[config.mk]
export PLATFORM = sky130hd
export DESIGN_NAME = tmr_key_ctrl
export DESIGN_NICKNAME = d
export VERILOG_FILES = /design/src/rtl/tmr_key_ctrl.sv
export SDC_FILE = /design/constraint.sdc
export NUM_CORES = 1
export LEC_CHECK = 0
export CAP_MARGIN = 40
export CORE_MARGIN = 3
export CORE_UTILIZATION = 52
export DETAILED_ROUTE_END_ITERATION = 7
export PLACE_DENSITY_LB_ADDON = 0.15
export SKIP_CTS_REPAIR_TIMING = 1
export SLEW_MARGIN = 20
export SYNTH_ARGS = -nofsm -noshare
export SYNTH_HDL_FRONTEND = slang
export SYNTH_SLANG_ARGS = --single-unit
[constraint.sdc]
create_clock -name clk1k -period 2.1 [get_ports clk1k]
set_clock_uncertainty 0.05 [all_clocks]
set_input_delay 0.42 -clock clk1k [delete_from_list [all_inputs] [get_ports clk1k]]
set_output_delay 0.42 -clock clk1k [all_outputs]
set_load 0.05 [all_outputs]
[src/rtl/tmr_key_ctrl.sv]
// Kitchen-timer key front end (2-FF sync, run-length debounce, press events) and control FSM.
// Optional macro KEY_REPEAT_EN adds auto-repeat of the increment key while held in IDLE.
module tmr_key_ctrl #(
  parameter int DEBOUNCE_MS     = 20,
  parameter int BLINK_MS        = 250,
  parameter int REPEAT_DELAY_MS = 500,
  parameter int REPEAT_RATE_MS  = 100
) (
  input  logic        rst,
  input  logic        clk1k,
  input  logic [2:0]  key_n,
  input  logic        zero,
  output logic        run,
  output logic        load,
  output logic [15:0] preset,
  output logic [1:0]  dsel,
  output logic        alarm
);

  localparam int DW = $clog2(DEBOUNCE_MS + 1);
  localparam int BW = $clog2(BLINK_MS + 1);
  localparam logic [DW-1:0] DB_LIMIT   = DW'(DEBOUNCE_MS);
  localparam logic [BW-1:0] BLINK_LAST = BW'(BLINK_MS - 1);

  if (DEBOUNCE_MS < 1 || BLINK_MS < 1 || REPEAT_DELAY_MS < 1 || REPEAT_RATE_MS < 1) begin : g_param_check
    $error("tmr_key_ctrl: timing parameters must be at least 1");
  end

  typedef enum logic [1:0] {
    S_IDLE  = 2'd0,
    S_RUN   = 2'd1,
    S_PAUSE = 2'd2,
    S_DONE  = 2'd3
  } state_t;

  function automatic logic [15:0] bcd_digit_inc(input logic [15:0] value, input logic [1:0] sel);
    logic [15:0] result;
    logic [3:0]  digit;
    result = value;
    digit  = value[{sel, 2'b00} +: 4];
    if (digit >= 4'd9) begin
      digit = 4'd0;
    end else begin
      digit = digit + 4'd1;
    end
    result[{sel, 2'b00} +: 4] = digit;
    return result;
  endfunction

  logic [2:0]    sync1_r, sync2_r, prev_r, db_r, armed_r, press_r;
  logic [DW-1:0] cnt_r     [3];
  logic [DW-1:0] run_len_s [3];
  logic [2:0]    stable_s;

  // run length of identical synchronized samples, saturating at DEBOUNCE_MS
  always_comb begin
    for (int i = 0; i < 3; i++) begin
      if (sync2_r[i] != prev_r[i]) begin
        run_len_s[i] = DW'(1);
      end else if (cnt_r[i] == DB_LIMIT) begin
        run_len_s[i] = DB_LIMIT;
      end else begin
        run_len_s[i] = cnt_r[i] + DW'(1);
      end
      stable_s[i] = (run_len_s[i] == DB_LIMIT);
    end
  end

  // synchronizers, debounced levels and press events; a key is armed only after a debounced release
  always_ff @(posedge clk1k or negedge rst) begin
    if (!rst) begin
      sync1_r <= 3'b111;
      sync2_r <= 3'b111;
      prev_r  <= 3'b111;
      db_r    <= 3'b111;
      armed_r <= 3'b000;
      press_r <= 3'b000;
      for (int i = 0; i < 3; i++) cnt_r[i] <= '0;
    end else begin
      sync1_r <= key_n;
      sync2_r <= sync1_r;
      prev_r  <= sync2_r;
      for (int i = 0; i < 3; i++) begin
        cnt_r[i]   <= run_len_s[i];
        press_r[i] <= stable_s[i] & db_r[i] & ~sync2_r[i] & armed_r[i];
        if (stable_s[i]) begin
          db_r[i] <= sync2_r[i];
          if (sync2_r[i]) armed_r[i] <= 1'b1;
        end
      end
    end
  end

  logic ev0_s, ev1_s, ev2_s, any_ev_s, inc_s;
  assign ev0_s    = press_r[0];
  assign ev1_s    = press_r[1] & ~press_r[0];
  assign ev2_s    = press_r[2] & ~press_r[1] & ~press_r[0];
  assign any_ev_s = |press_r;

  state_t        state_r, state_s;
  logic [15:0]   preset_r, preset_s;
  logic [1:0]    dsel_r, dsel_s;
  logic [BW-1:0] blink_r, blink_s;
  logic          run_r, load_r, load_s, alarm_r, alarm_s;

`ifdef KEY_REPEAT_EN
  localparam int RMAX = (REPEAT_DELAY_MS > REPEAT_RATE_MS) ? REPEAT_DELAY_MS : REPEAT_RATE_MS;
  localparam int RW   = $clog2(RMAX + 1);
  localparam logic [RW-1:0] RPT_DELAY_LAST = RW'(REPEAT_DELAY_MS - 1);
  localparam logic [RW-1:0] RPT_RATE_LAST  = RW'(REPEAT_RATE_MS - 1);

  logic          rpt_active_r, rpt_first_r, rpt_fire_s, rpt_hold_s;
  logic [RW-1:0] rpt_cnt_r;

  assign rpt_hold_s = (state_r == S_IDLE) & ~db_r[2];

  // repeat fires when the hold timer reaches the initial delay, then the repeat interval
  always_comb begin
    rpt_fire_s = 1'b0;
    if (rpt_active_r && rpt_hold_s) begin
      if (rpt_first_r) begin
        rpt_fire_s = (rpt_cnt_r == RPT_DELAY_LAST);
      end else begin
        rpt_fire_s = (rpt_cnt_r == RPT_RATE_LAST);
      end
    end else begin
      rpt_fire_s = 1'b0;
    end
  end

  // hold timer, started by an accepted increment press and dropped on release or state exit
  always_ff @(posedge clk1k or negedge rst) begin
    if (!rst) begin
      rpt_active_r <= 1'b0;
      rpt_first_r  <= 1'b1;
      rpt_cnt_r    <= '0;
    end else if (!rpt_hold_s) begin
      rpt_active_r <= 1'b0;
      rpt_first_r  <= 1'b1;
      rpt_cnt_r    <= '0;
    end else if (ev2_s) begin
      rpt_active_r <= 1'b1;
      rpt_first_r  <= 1'b1;
      rpt_cnt_r    <= '0;
    end else if (rpt_active_r) begin
      if (rpt_fire_s) begin
        rpt_first_r <= 1'b0;
        rpt_cnt_r   <= '0;
      end else begin
        rpt_cnt_r <= rpt_cnt_r + RW'(1);
      end
    end
  end

  assign inc_s = ev2_s | (rpt_fire_s & ~press_r[0] & ~press_r[1]);
`else
  assign inc_s = ev2_s;
`endif

  // next state, editing and alarm blink
  always_comb begin
    state_s  = state_r;
    preset_s = preset_r;
    dsel_s   = dsel_r;
    load_s   = 1'b0;
    alarm_s  = 1'b0;
    blink_s  = '0;
    case (state_r)
      S_IDLE: begin
        if (ev0_s) begin
          if (preset_r != 16'h0000) begin
            state_s = S_RUN;
            load_s  = 1'b1;
          end else begin
            state_s = S_IDLE;
          end
        end else if (ev1_s) begin
          dsel_s = dsel_r + 2'd1;
        end else if (inc_s) begin
          preset_s = bcd_digit_inc(preset_r, dsel_r);
        end else begin
          preset_s = preset_r;
        end
      end
      S_RUN: begin
        if (zero) begin
          state_s = S_DONE;
          alarm_s = 1'b1;
        end else if (ev0_s) begin
          state_s = S_PAUSE;
        end else begin
          state_s = S_RUN;
        end
      end
      S_PAUSE: begin
        if (ev0_s) begin
          state_s = S_RUN;
        end else if (ev1_s) begin
          state_s = S_IDLE;
        end else begin
          state_s = S_PAUSE;
        end
      end
      S_DONE: begin
        if (any_ev_s) begin
          state_s = S_IDLE;
        end else if (blink_r == BLINK_LAST) begin
          alarm_s = ~alarm_r;
        end else begin
          alarm_s = alarm_r;
          blink_s = blink_r + BW'(1);
        end
      end
      default: begin
        state_s = S_IDLE;
      end
    endcase
  end

  // state and registered outputs; load and run rise on the same edge
  always_ff @(posedge clk1k or negedge rst) begin
    if (!rst) begin
      state_r  <= S_IDLE;
      preset_r <= 16'h9999;
      dsel_r   <= 2'd0;
      blink_r  <= '0;
      run_r    <= 1'b0;
      load_r   <= 1'b0;
      alarm_r  <= 1'b0;
    end else begin
      state_r  <= state_s;
      preset_r <= preset_s;
      dsel_r   <= dsel_s;
      blink_r  <= blink_s;
      run_r    <= (state_s == S_RUN);
      load_r   <= load_s;
      alarm_r  <= alarm_s;
    end
  end

  assign run    = run_r;
  assign load   = load_r;
  assign preset = preset_r;
  assign dsel   = dsel_r;
  assign alarm  = alarm_r;

endmodule

==> Word level (Yosys, flattened, before mapping) <==
Index checks and enable logic that the tools add are counted.
{ "word_totals": {"latch_bits": 0, "register_bits": 64, "memories": 0, "output_inout_bits": 21, "ram_bits": 0, "mem_bits_ro": 0, "wordCells": 103} }
{ "op_classes": {"div_mod_pow": 0, "eq_ne": 15, "n_shift": 3, "add_sub_neg": 7, "multipliers": 0, "muxes": 30, "magnitude_cmp": 1, "reduce_logical": 8, "n_bitwise": 19} }
{ "op_table": {"columns": ["op", "count"], "rows": [
  ["5-bit equality test (second input constant)", 6],
  ["5-bit two-way mux", 6],
  ["8-bit two-way mux", 3],
  ["4-bit two-way mux", 5],
  ["16-bit bitwise mux", 1],
  ["16-bit nonzero test", 1],
  ["4-bit by 6-bit variable shift with 16-bit output (first input constant)", 1],
  ["16-bit by 5-bit variable part select with 4-bit output", 1],
  ["4-bit by 6-bit variable part select with 16-bit output", 1],
  ["5-bit by 1-bit adder with 5-bit output (second input constant)", 3],
  ["1-bit AND", 12],
  ["2-bit two-way mux", 6],
  ["8-bit by 1-bit adder with 8-bit output (second input constant)", 1],
  ["8-bit equality test (second input constant)", 1],
  ["2-bit case mux with 4 select lines", 1],
  ["1-bit two-way mux", 7],
  ["1-bit inverter", 7],
  ["4-bit negator with 6-bit output", 1],
  ["2-bit AND reduction", 3],
  ["4-bit by 1-bit adder with 4-bit output (second input constant)", 1],
  ["2-bit by 1-bit equality test with 1-bit output (second input constant)", 2],
  ["2-bit equality test (second input constant)", 2],
  ["4-bit greater-or-equal comparator (second input constant)", 1],
  ["4-bit AND reduction", 1],
  ["7 further kinds", 9]
]} }

==> Longest topological paths before layout <==
Gate-level depths: netlist of run 1.
{ "depth": {"ltp_word": 9, "ltp_mapped": 8} }

==> Worst setup path after synthesis of run 1 <==
No wires, ideal clock.
{ "synth_path": {"path_kind": "register to register", "start": "register dsel_r[0] (netlist: dsel[0])", "end": "register preset_r[11] (netlist: preset[11])", "required_ns": 1.959, "slack_ns": -0.372, "path_buffers": 1, "stages_incl_launch_ff": 8, "t_arrival_ns": 2.331, "path_cell_list": "dfrtp_1 buf_6 mux4_1 ha_1 nand2b_1 o21ai_4 o21ai_2 o31ai_1"} }
{ "synth_via": {"elab_chain_cells": 9} }
{ "synth_lines": {"columns": ["item", "line_no", "text"], "rows": [
  ["start: declaration", "102", "logic [1:0] dsel_r, dsel_s;"],
  ["start signal: assignment", "233", "dsel_r <= dsel_s;"],
  ["16-bit by 5-bit variable part select with 4-bit output", "40", "digit = value[{sel, 2'b00} +: 4];"],
  ["4-bit by 1-bit adder with 4-bit output / 4-bit greater-or-equal comparator (equally long branches)", "44, 41", null],
  ["4-bit two-way mux", "41", "if (digit >= 4'd9) begin"],
  ["4-bit two-way mux", "179", "end else if (inc_s) begin"],
  ["4-bit two-way mux", "177", "end else if (ev1_s) begin"],
  ["4-bit two-way mux", "170", "if (ev0_s) begin"],
  ["4-bit two-way mux", "168", "case (state_r)"],
  ["4-bit by 6-bit variable part select with 16-bit output", "46", "result[{sel, 2'b00} +: 4] = digit;"],
  ["16-bit bitwise mux *", "46", null],
  ["end signal: assignment", "232", "preset_r <= preset_s;"],
  ["end: declaration", "101", "logic [15:0] preset_r, preset_s;"]
]} }
Every way passes the cells marked *; elsewhere a longest branch is shown, timed or not. The select of a mux whose other input is x is not followed.
A chain may end at the register's enable or synchronous reset.

==> Final worst setup path of run 1 <==
{ "layout_path": {"start": "register preset_r[1] (netlist: preset[1])", "end": "output port preset[1]"} }
{ "layout_rtl": {"columns": ["item", "line_no", "text"], "rows": [
  ["end: declaration", "15", "output logic [15:0] preset,"]
]} }
No word-level cell between the ends.

==> impl_metrics.tcl, run 1 <==
set metrics [dict create \
    synth-edff-count 0 \
    reg2reg_depth 7 \
    clk_latency_ps 340 \
    rows 27 \
    yosysTopAreaCell "dfrtp_1" \
    grt_max_degree 26 \
    grt_pass1_wl_mm 10.7 \
    antennaDiodeCount 0 \
    post-route-drc-count 0 \
    grt.total_usage 0.192 \
    layout.cells.non_filler 409 \
    cpMaxStageDelayCell "clkdlybuf4s50_1" \
    placedCellCount 391 \
    avgSynthCellArea_um2 11.0 \
    synthesis.nets 309 \
    yosys.cell_count.top_type "dfrtp_1" \
    vdd_drop_max_uv 662 \
    cp.depth 1 \
    netlist_instances 287 \
    grt_overflow 0 \
    cts_tree "done" \
    synth-async-reset-ratio 1.00 \
    synth_seq_cells 64 \
    hold-path-cell-count 0 \
    synth_ff_type "dfrtp_1" \
    clock-sinks 64 \
    ys_top_cells_by_area "dfrtp_1, dfstp_2, ha_1" \
    leakage_nw 1.62 \
    portBuffers 26 \
    yosysTopAreaCellShare 0.349 \
    synth_warnings 0 \
    critPathMaxFanout 4 \
    post-dp-hpwl_mm 4.65 \
    vias_per_cell 5.60 \
    clkSlewWorstSetupHoldPaths_ps 70 \
    layout_min_cycle_time_ps 2050 \
    powerDensity_nw_per_um2 700 \
    first_pass_iters 4 \
    avgRoutedWirePerCell_um 15.4 \
    gp_congestion 0.894 \
    ys_top_cells_by_count "dfrtp_1, nand2_1, o21ai_0, dfstp_2, nand3_1" \
    vias 2291 \
    path_class "flop to output pin" \
    cts-root-buf "clkbuf_8" \
    htreeDepth 3 \
    cts_made_buffers 9 \
    max_freq_mhz 488 \
    cts_max_path_buffers 2 \
    start_kind "flop" \
    crit_chain "clkdlybuf4s50_1" \
    nets 354 \
    seq_area_frac_synth 0.515 \
    tightest_slew_ps 596 \
    syn_area_um2 3160 \
    rsz0062_at_grt "true" \
    yosysUniqueCellTypes 52 \
    max_stage_delay_ps 820 \
    layout-drive-gt1-share 0.237 \
    hp-start "sync1_r[2]$_DFF_PN1_" \
    hp-class "flop to flop" \
    slew_violations 0 \
    drt_iter0_markers 147 \
    setup_viol 0 \
    routed_wl_mm 6.29 \
    final_antenna_net_count 0 \
    critPathBufInv 1 \
    max-cap-violations 0 \
    fill_cells 448 \
    pin_count 27 \
    maxSlewHeadroom 0.597 \
    startpoint "preset[1]$_DFFE_PN0P_" \
    start_util 0.557 \
    fin_util 0.662 \
    critPathArrivalTime_ps 1580 \
    area_growth_pct 19.0 \
    critPathCaptureType "output pin" \
    finalPower_mw 2.63 \
    worstPathRequired_ps 1630 \
    hold_viol 0 \
    timing.rr.start "dsel[0]$_DFFE_PN0P_" \
    fin_crit_sh 0.977 \
    grt_pass1_vias 2246 \
    die_y_um 83.9 \
    fp.dieW_um 83.9 \
    coreArea_um2 5680 \
    path_delay_family "buffers and inverters" \
    status "completed" \
    dieArea_um2 7050 \
    antenna_found_initial 0 \
]
worst register-to-register path: stages (launching register included):
cell	delay [ps]
dfrtp_2	450
mux4_2	570
inv_1	110
ha_1	200
nand2b_4	80
o21ai_4	150
o21ai_2	110
o31ai_1	220
power by group:
group	internal, mW	leakage, nW	switching, mW
Combinational	0.0951	0.742	0.107
Sequential	1.29	0.774	0.0707
Clock	0.610	0.103	0.458
cells in the final DEF (no fill, tap or decap), types with 5 or more instances in the layout:
master           instances
o21ai_1                 10
xnor2_1                  7
clkbuf_8                11
clkdlybuf4s50_1         15
inv_1                   17
a21oi_1                  5
dfrtp_1                 42
buf_4                   20
ha_1                    15
xor2_1                  10
nand3_1                 20
nand2_1                 25
nand3b_1                 7
o21ai_0                 15
nor2_1                  16
dfstp_2                 20
registers in the layout, summed over array words and instances, names as in the netlist:
| signal | cells |
|---|---|
| sync1_r | 3 |
| load | 1 |
| state_r | 2 |
| prev_r | 3 |
| press_r | 3 |
| sync2_r | 3 |
| cnt_r | 15 |
| preset | 16 |
| run | 1 |
| alarm | 1 |
| dsel | 2 |
| blink_r | 8 |
| armed_r | 3 |
| db_r | 3 |
metrics by stage:
stage               TNS [ps]  cell area (um2)  setup WS [ps]  hold slack, ps
CTS                        0             3740           45.9            -158
detailed placement         0             3540           69.1             214
floorplan               -374             3180          -41.9            74.4
global placement           0             3540            130             216
finish                     0             3760           49.1             308
global route           -68.5             3760          -26.7             311
metal layers:
layer	vias to the layer above	GRT usage	routed length, um	share of wire
li1	1113	-	-	-
met1	1115	0.262	2920	0.46
met2	49	0.296	2960	0.47
met3	14	0.0375	263	0.042
met4	0	0.0906	150	0.024
met5	-	0	0	0
path summary, 6_finish.rpt:
| kind | endpoint | slack (ps) |
|---|---|---|
| max in group asynchronous | preset[4]$_DFFE_PN1P_ | 1010 |
| max reg2reg | preset[3]$_DFFE_PN1P_ | 70 |
| min reg2reg | sync2_r[2]$_DFF_PN1_ | 310 |
| min | sync2_r[2]$_DFF_PN1_ | 310 |
| min in group asynchronous | blink_r[2]$_DFF_PN0_ | 390 |
| max | preset[1] | 50 |
kinds of logic after synthesis:
group	count (synthesis)	share of synthesized area
AO/OA/AOI/OAI	54	0.112
XOR/XNOR	17	0.0471
adder cells (fa/ha/maj)	16	0.0634
buffers and inverters	21	0.0273
flip-flops	64	0.515
multiplexers	9	0.0499
AND/OR/NAND/NOR	106	0.185
layout make-up:
class | count | area [um2] | share of cell area
sequential | 64 | 1630 | 0.433
multi-input combinational | 202 | 1460 | 0.388
timing repair buffer | 37 | 315 | 0.0839
clock buffer | 13 | 159 | 0.0423
tap | 72 | 90.1 | 0.0240
inverter | 18 | 67.6 | 0.0180
clock inverter | 3 | 40.0 | 0.0106
No activity file was read; power rests on OpenSTA's default activity.
==> run 2, diff against run 1 <==
- CORE_MARGIN: 3 -> 2
==> run 2 against run 1 <==
Compared with the run above: fmax grew 0.27%; sequential cell count is the same; largest power group unchanged; largest cell class unchanged; global-route usage grew 2.0 points; total power grew 9.4%; critical path type unchanged; design area grew 2.3%.
==> impl_metrics.tcl, run 2 (same netlist as run 1, synthesis figures left out) <==
set metrics [dict create \
    largest_register_ffs 16 \
    path_class "flop to output pin" \
    path_delay_family "buffers and inverters" \
    die_y_um 81.9 \
    max-cap-violations 0 \
    slew_violations 0 \
    critPathBufInv 1 \
    hp-start "sync1_r[1]$_DFF_PN1_" \
    cts_made_buffers 9 \
    fp.dieW_um 81.9 \
    portBuffers 26 \
    fill_cells 477 \
    antenna_found_initial 0 \
    grt_overflow 0 \
    layout_commonest_cell "dfrtp_1" \
    reg2reg_depth 6 \
    post-route-drc-count 0 \
    start_util 0.537 \
    rsz0062_at_grt "true" \
    cts_max_path_buffers 2 \
    worstPathRequired_ps 1630 \
    pin_count 27 \
    vias 2319 \
    max_stage_delay_ps 820 \
    fin_util 0.654 \
    clkSlewWorstSetupHoldPaths_ps 70 \
    vdd_drop_max_uv 529 \
    timing.rr.start "dsel[0]$_DFFE_PN0P_" \
    hold_viol 0 \
    nets 353 \
    cts-root-buf "clkbuf_8" \
    coreArea_um2 5890 \
    hold_path_end "sync2_r[1]$_DFF_PN1_" \
    htreeDepth 3 \
    layout.cells.non_filler 411 \
    fin_crit_sh 0.974 \
    vias_per_cell 5.64 \
    crit_chain "clkdlybuf4s50_1" \
    status "completed" \
    cts_tree "done" \
    setup_viol 0 \
    grt_max_degree 21 \
    final_antenna_net_count 0 \
    hp-class "flop to flop" \
    tightest_slew_ps 750 \
    hold-path-cell-count 0 \
    grt.total_usage 0.212 \
    grt_pass1_wl_mm 10.4 \
    final_cell_mix "dfrtp_1, nand2_1, dfstp_2" \
    powerDensity_nw_per_um2 748 \
    critPathMaxFanout 4 \
    rows 28 \
    gp_congestion 0.885 \
    max_freq_mhz 489 \
    first_pass_iters 4 \
    layout_min_cycle_time_ps 2050 \
    finalPower_mw 2.88 \
    avgRoutedWirePerCell_um 15.2 \
    r2r_end "preset[4]$_DFFE_PN1P_" \
    post-dp-hpwl_mm 4.55 \
    leakage_nw 1.71 \
    drt_iter0_markers 118 \
    post_dp_cell_area_um2 3550 \
    layout-drive-gt1-share 0.253 \
    cpMaxStageDelayCell "clkdlybuf4s50_1" \
    start_kind "flop" \
    grt_pass1_vias 2207 \
    critPathArrivalTime_ps 1580 \
    critPathCaptureType "output pin" \
    antennaDiodeCount 0 \
    placedCellCount 394 \
    dieArea_um2 6710 \
    design_area_um2 3850 \
    area_growth_pct 21.8 \
    routed_wl_mm 6.23 \
    maxSlewHeadroom 0.498 \
    clk_latency_ps 350 \
    clock-sinks 64 \
    reg2reg_slack_ps 70 \
]
## run 2: power breakdown
group / switching [mW] / internal (mW)
logic: 0.105 / 0.0950
clock network: 0.496 / 0.827
registers: 0.0666 / 1.29
total: 0.668 / 2.21
## run 2: per-stage QoR
| stage | worst slack [ps] | hold WS, ps | setup TNS, ps |
|---|---|---|---|
| floorplan | -41.9 | 74.4 | -374 |
| global placement | 173 | 296 | 0 |
| detailed placement | 51.5 | 297 | 0 |
| CTS | 20.1 | -35.7 | 0 |
| global route | -22.3 | 313 | -79.6 |
| finish | 54.6 | 307 | 0 |
## run 2: layout make-up
cell class | count | area [um2] | share of cell area
repair buffers | 36 | 318 | 0.0826
clock inverters | 6 | 115 | 0.0299
clock buffers | 10 | 138 | 0.0358
well taps | 75 | 93.8 | 0.0244
flip-flops and latches | 64 | 1630 | 0.423
multi-input cells | 202 | 1490 | 0.386
inverters | 18 | 67.6 | 0.0176
## run 2: worst max-delay path by stage
stage          slack (ps)                  start  depth (start not counted)                endpoint
5_1_grt               -20    dsel[0]$_DFFE_PN0P_                          6   preset[0]$_DFFE_PN1P_
2_1_floorplan         -40    dsel[0]$_DFFE_PN0P_                          7  preset[11]$_DFFE_PN1P_
3_3_place_gp          170    dsel[0]$_DFFE_PN0P_                          7  preset[14]$_DFFE_PN0P_
4_1_cts                20  preset[6]$_DFFE_PN0P_                          1               preset[6]
3_5_place_dp           50    dsel[0]$_DFFE_PN0P_                          7  preset[14]$_DFFE_PN0P_
6_report               50  preset[1]$_DFFE_PN0P_                          1               preset[1]
## run 2: routing by layer
layer  track usage  routed length [um]  vias to the layer above
li1              -                   -                     1103
met1         0.257                2670                     1141
met2         0.341                3130                       59
met5             0                   0                        -
met3        0.0824                 264                       16
met4        0.0817                 162                        0
==> run 3, diff against run 2 <==
- TNS_END_PERCENT: not set -> 20
==> run 3 against run 2 <==
Compared with the run above: register-to-register slack improved by 20 ps; wire length decreased by 1.1%; sequential share of layout area increased by 0.91 points; worst hold slack got worse by 1.4 ps; combinational power increased by 2%; critical path depth unchanged; highest routed layer unchanged.
==> impl_metrics.tcl, run 3 (same netlist as run 1, synthesis figures left out) <==
set metrics [dict create \
    status "completed" \
    grt_overflow 0 \
    vdd_drop_max_uv 475 \
    r2r_end "preset[1]$_DFFE_PN0P_" \
    hold_viol 0 \
    final_antenna_net_count 0 \
    routed_wl_mm 6.16 \
    htreeDepth 3 \
    grt_max_degree 35 \
    layout_min_cycle_time_ps 2050 \
    timing.rr.start "dsel[0]$_DFFE_PN0P_" \
    critPathMaxFanout 4 \
    path_delay_family "buffers and inverters" \
    pin_count 27 \
    multiInputGateArea_um2 1460 \
    coreArea_um2 5890 \
    area_growth_pct 19.2 \
    die_y_um 81.9 \
    clkSlewWorstSetupHoldPaths_ps 80 \
    setup_viol 0 \
    portBuffers 26 \
    cpMaxStageDelayCell "clkdlybuf4s50_1" \
    worstPathRequired_ps 1630 \
    hp-class "flop to flop" \
    powerDensity_nw_per_um2 675 \
    cts_max_path_buffers 2 \
    nets 354 \
    cts_made_buffers 9 \
    first_pass_iters 4 \
    tightest_slew_ps 702 \
    critPathBufInv 1 \
    fin_util 0.640 \
    cp.depth 1 \
    start_util 0.537 \
    routed.top_layer "met4" \
    vias_per_cell 5.58 \
    fin_setup_tns_ps 0 \
    cts_tree "done" \
    wl_met3_um 268 \
    gp_congestion 0.864 \
    dieArea_um2 6710 \
    register_area_um2 1630 \
    maxSlewHeadroom 0.530 \
    fill_cells 480 \
    fp.dieW_um 81.9 \
    leakage_nw 1.66 \
    post-route-drc-count 0 \
    critPathCaptureType "output pin" \
    slew_violations 0 \
    grt_pass1_wl_mm 10.1 \
    reg2reg_slack_ps 90 \
    post-dp-hpwl_mm 4.50 \
    reg2reg_depth 5 \
    crit_chain "clkdlybuf4s50_1" \
    rows 28 \
    max_freq_mhz 487 \
    max-cap-violations 0 \
    critPathArrivalTime_ps 1580 \
    cts-root-buf "clkbuf_8" \
    avgRoutedWirePerCell_um 15.0 \
    max_stage_delay_ps 820 \
    grt_pass1_vias 2151 \
    fin_crit_sh 0.978 \
    layout-drive-gt1-share 0.240 \
    clk_latency_ps 340 \
    antennaDiodeCount 0 \
    path_class "flop to output pin" \
    antenna_found_initial 0 \
    largest_register_ffs 16 \
    final_cell_mix "dfrtp_1, nand2_1, o21ai_0" \
    endpoint "preset[10]" \
    wl_met1_mm 2.80 \
    drt_iter0_markers 125 \
    start_kind "flop" \
    grt.total_usage 0.201 \
    wl_met2_mm 2.87 \
    clock-sinks 64 \
    layout_commonest_cell "dfrtp_1" \
    startpoint "preset[10]$_DFFE_PN0P_" \
    vias 2297 \
]
[run 3: changes by cell type in the layout (fill, tap and decap cells not counted), moves of 2 or more]
| cell | previous run | this run |
|---|---|---|
| o21ai_0 | 16 | 21 |
| o21ai_1 | 8 | 4 |
| bufinv_16 | 3 | 0 |
| clkinv_2 | 0 | 3 |
| clkbuf_8 | 10 | 12 |
| clkdlybuf4s50_1 | 11 | 13 |
| dlymetal6s2s_1 | 4 | 2 |
[run 3: report_power, final]
group          switching [mW]  internal, mW
registers              0.0675          1.29
clock network           0.459         0.520
logic                   0.108        0.0964
[run 3: area by class of cell]
class,instances,share of cell area
sequential,64,0.433
multi-input combinational,202,0.387
timing repair buffer,37,0.0884
clock buffer,13,0.0449
tap,75,0.0249
inverter,18,0.0179
clock inverter,3,0.00399
[run 3: metrics by stage]
| stage | power [mW] | std cells | area, um2 | worst slack, ps | hold WS, ps |
|---|---|---|---|---|---|
| global placement | 1.57 | 393 | 3550 | 113 | 296 |
| detailed placement | 1.58 | 393 | 3550 | 38.6 | 298 |
| finish | 2.54 | 412 | 3770 | 46.2 | 306 |
| global route | 2.66 | 412 | 3770 | -4.22 | 309 |
| CTS | 2.56 | 409 | 3740 | -13.3 | -64.2 |
| floorplan | 1.50 | 287 | 3180 | -41.9 | 74.4 |
[run 3: metal layers]
layer / vias to the layer above / track usage
met2: 63 / 0.296
li1: 1109 / -
met4: 0 / 0.128
met1: 1108 / 0.269
met5: - / 0
met3: 17 / 0.0451
[run 3: worst min path at each step]
stage	start	endpoint	slack, ps	cells after the start
after floorplan	rst	alarm$_DFFE_PN0P_	70	0
after global placement	rst	blink_r[3]$_DFF_PN0_	300	1
after detailed placement	rst	blink_r[3]$_DFF_PN0_	300	1
after CTS	rst	blink_r[3]$_DFF_PN0_	-60	1
after global routing	sync1_r[2]$_DFF_PN1_	sync2_r[2]$_DFF_PN1_	310	0
final	sync1_r[2]$_DFF_PN1_	sync2_r[2]$_DFF_PN1_	310	0
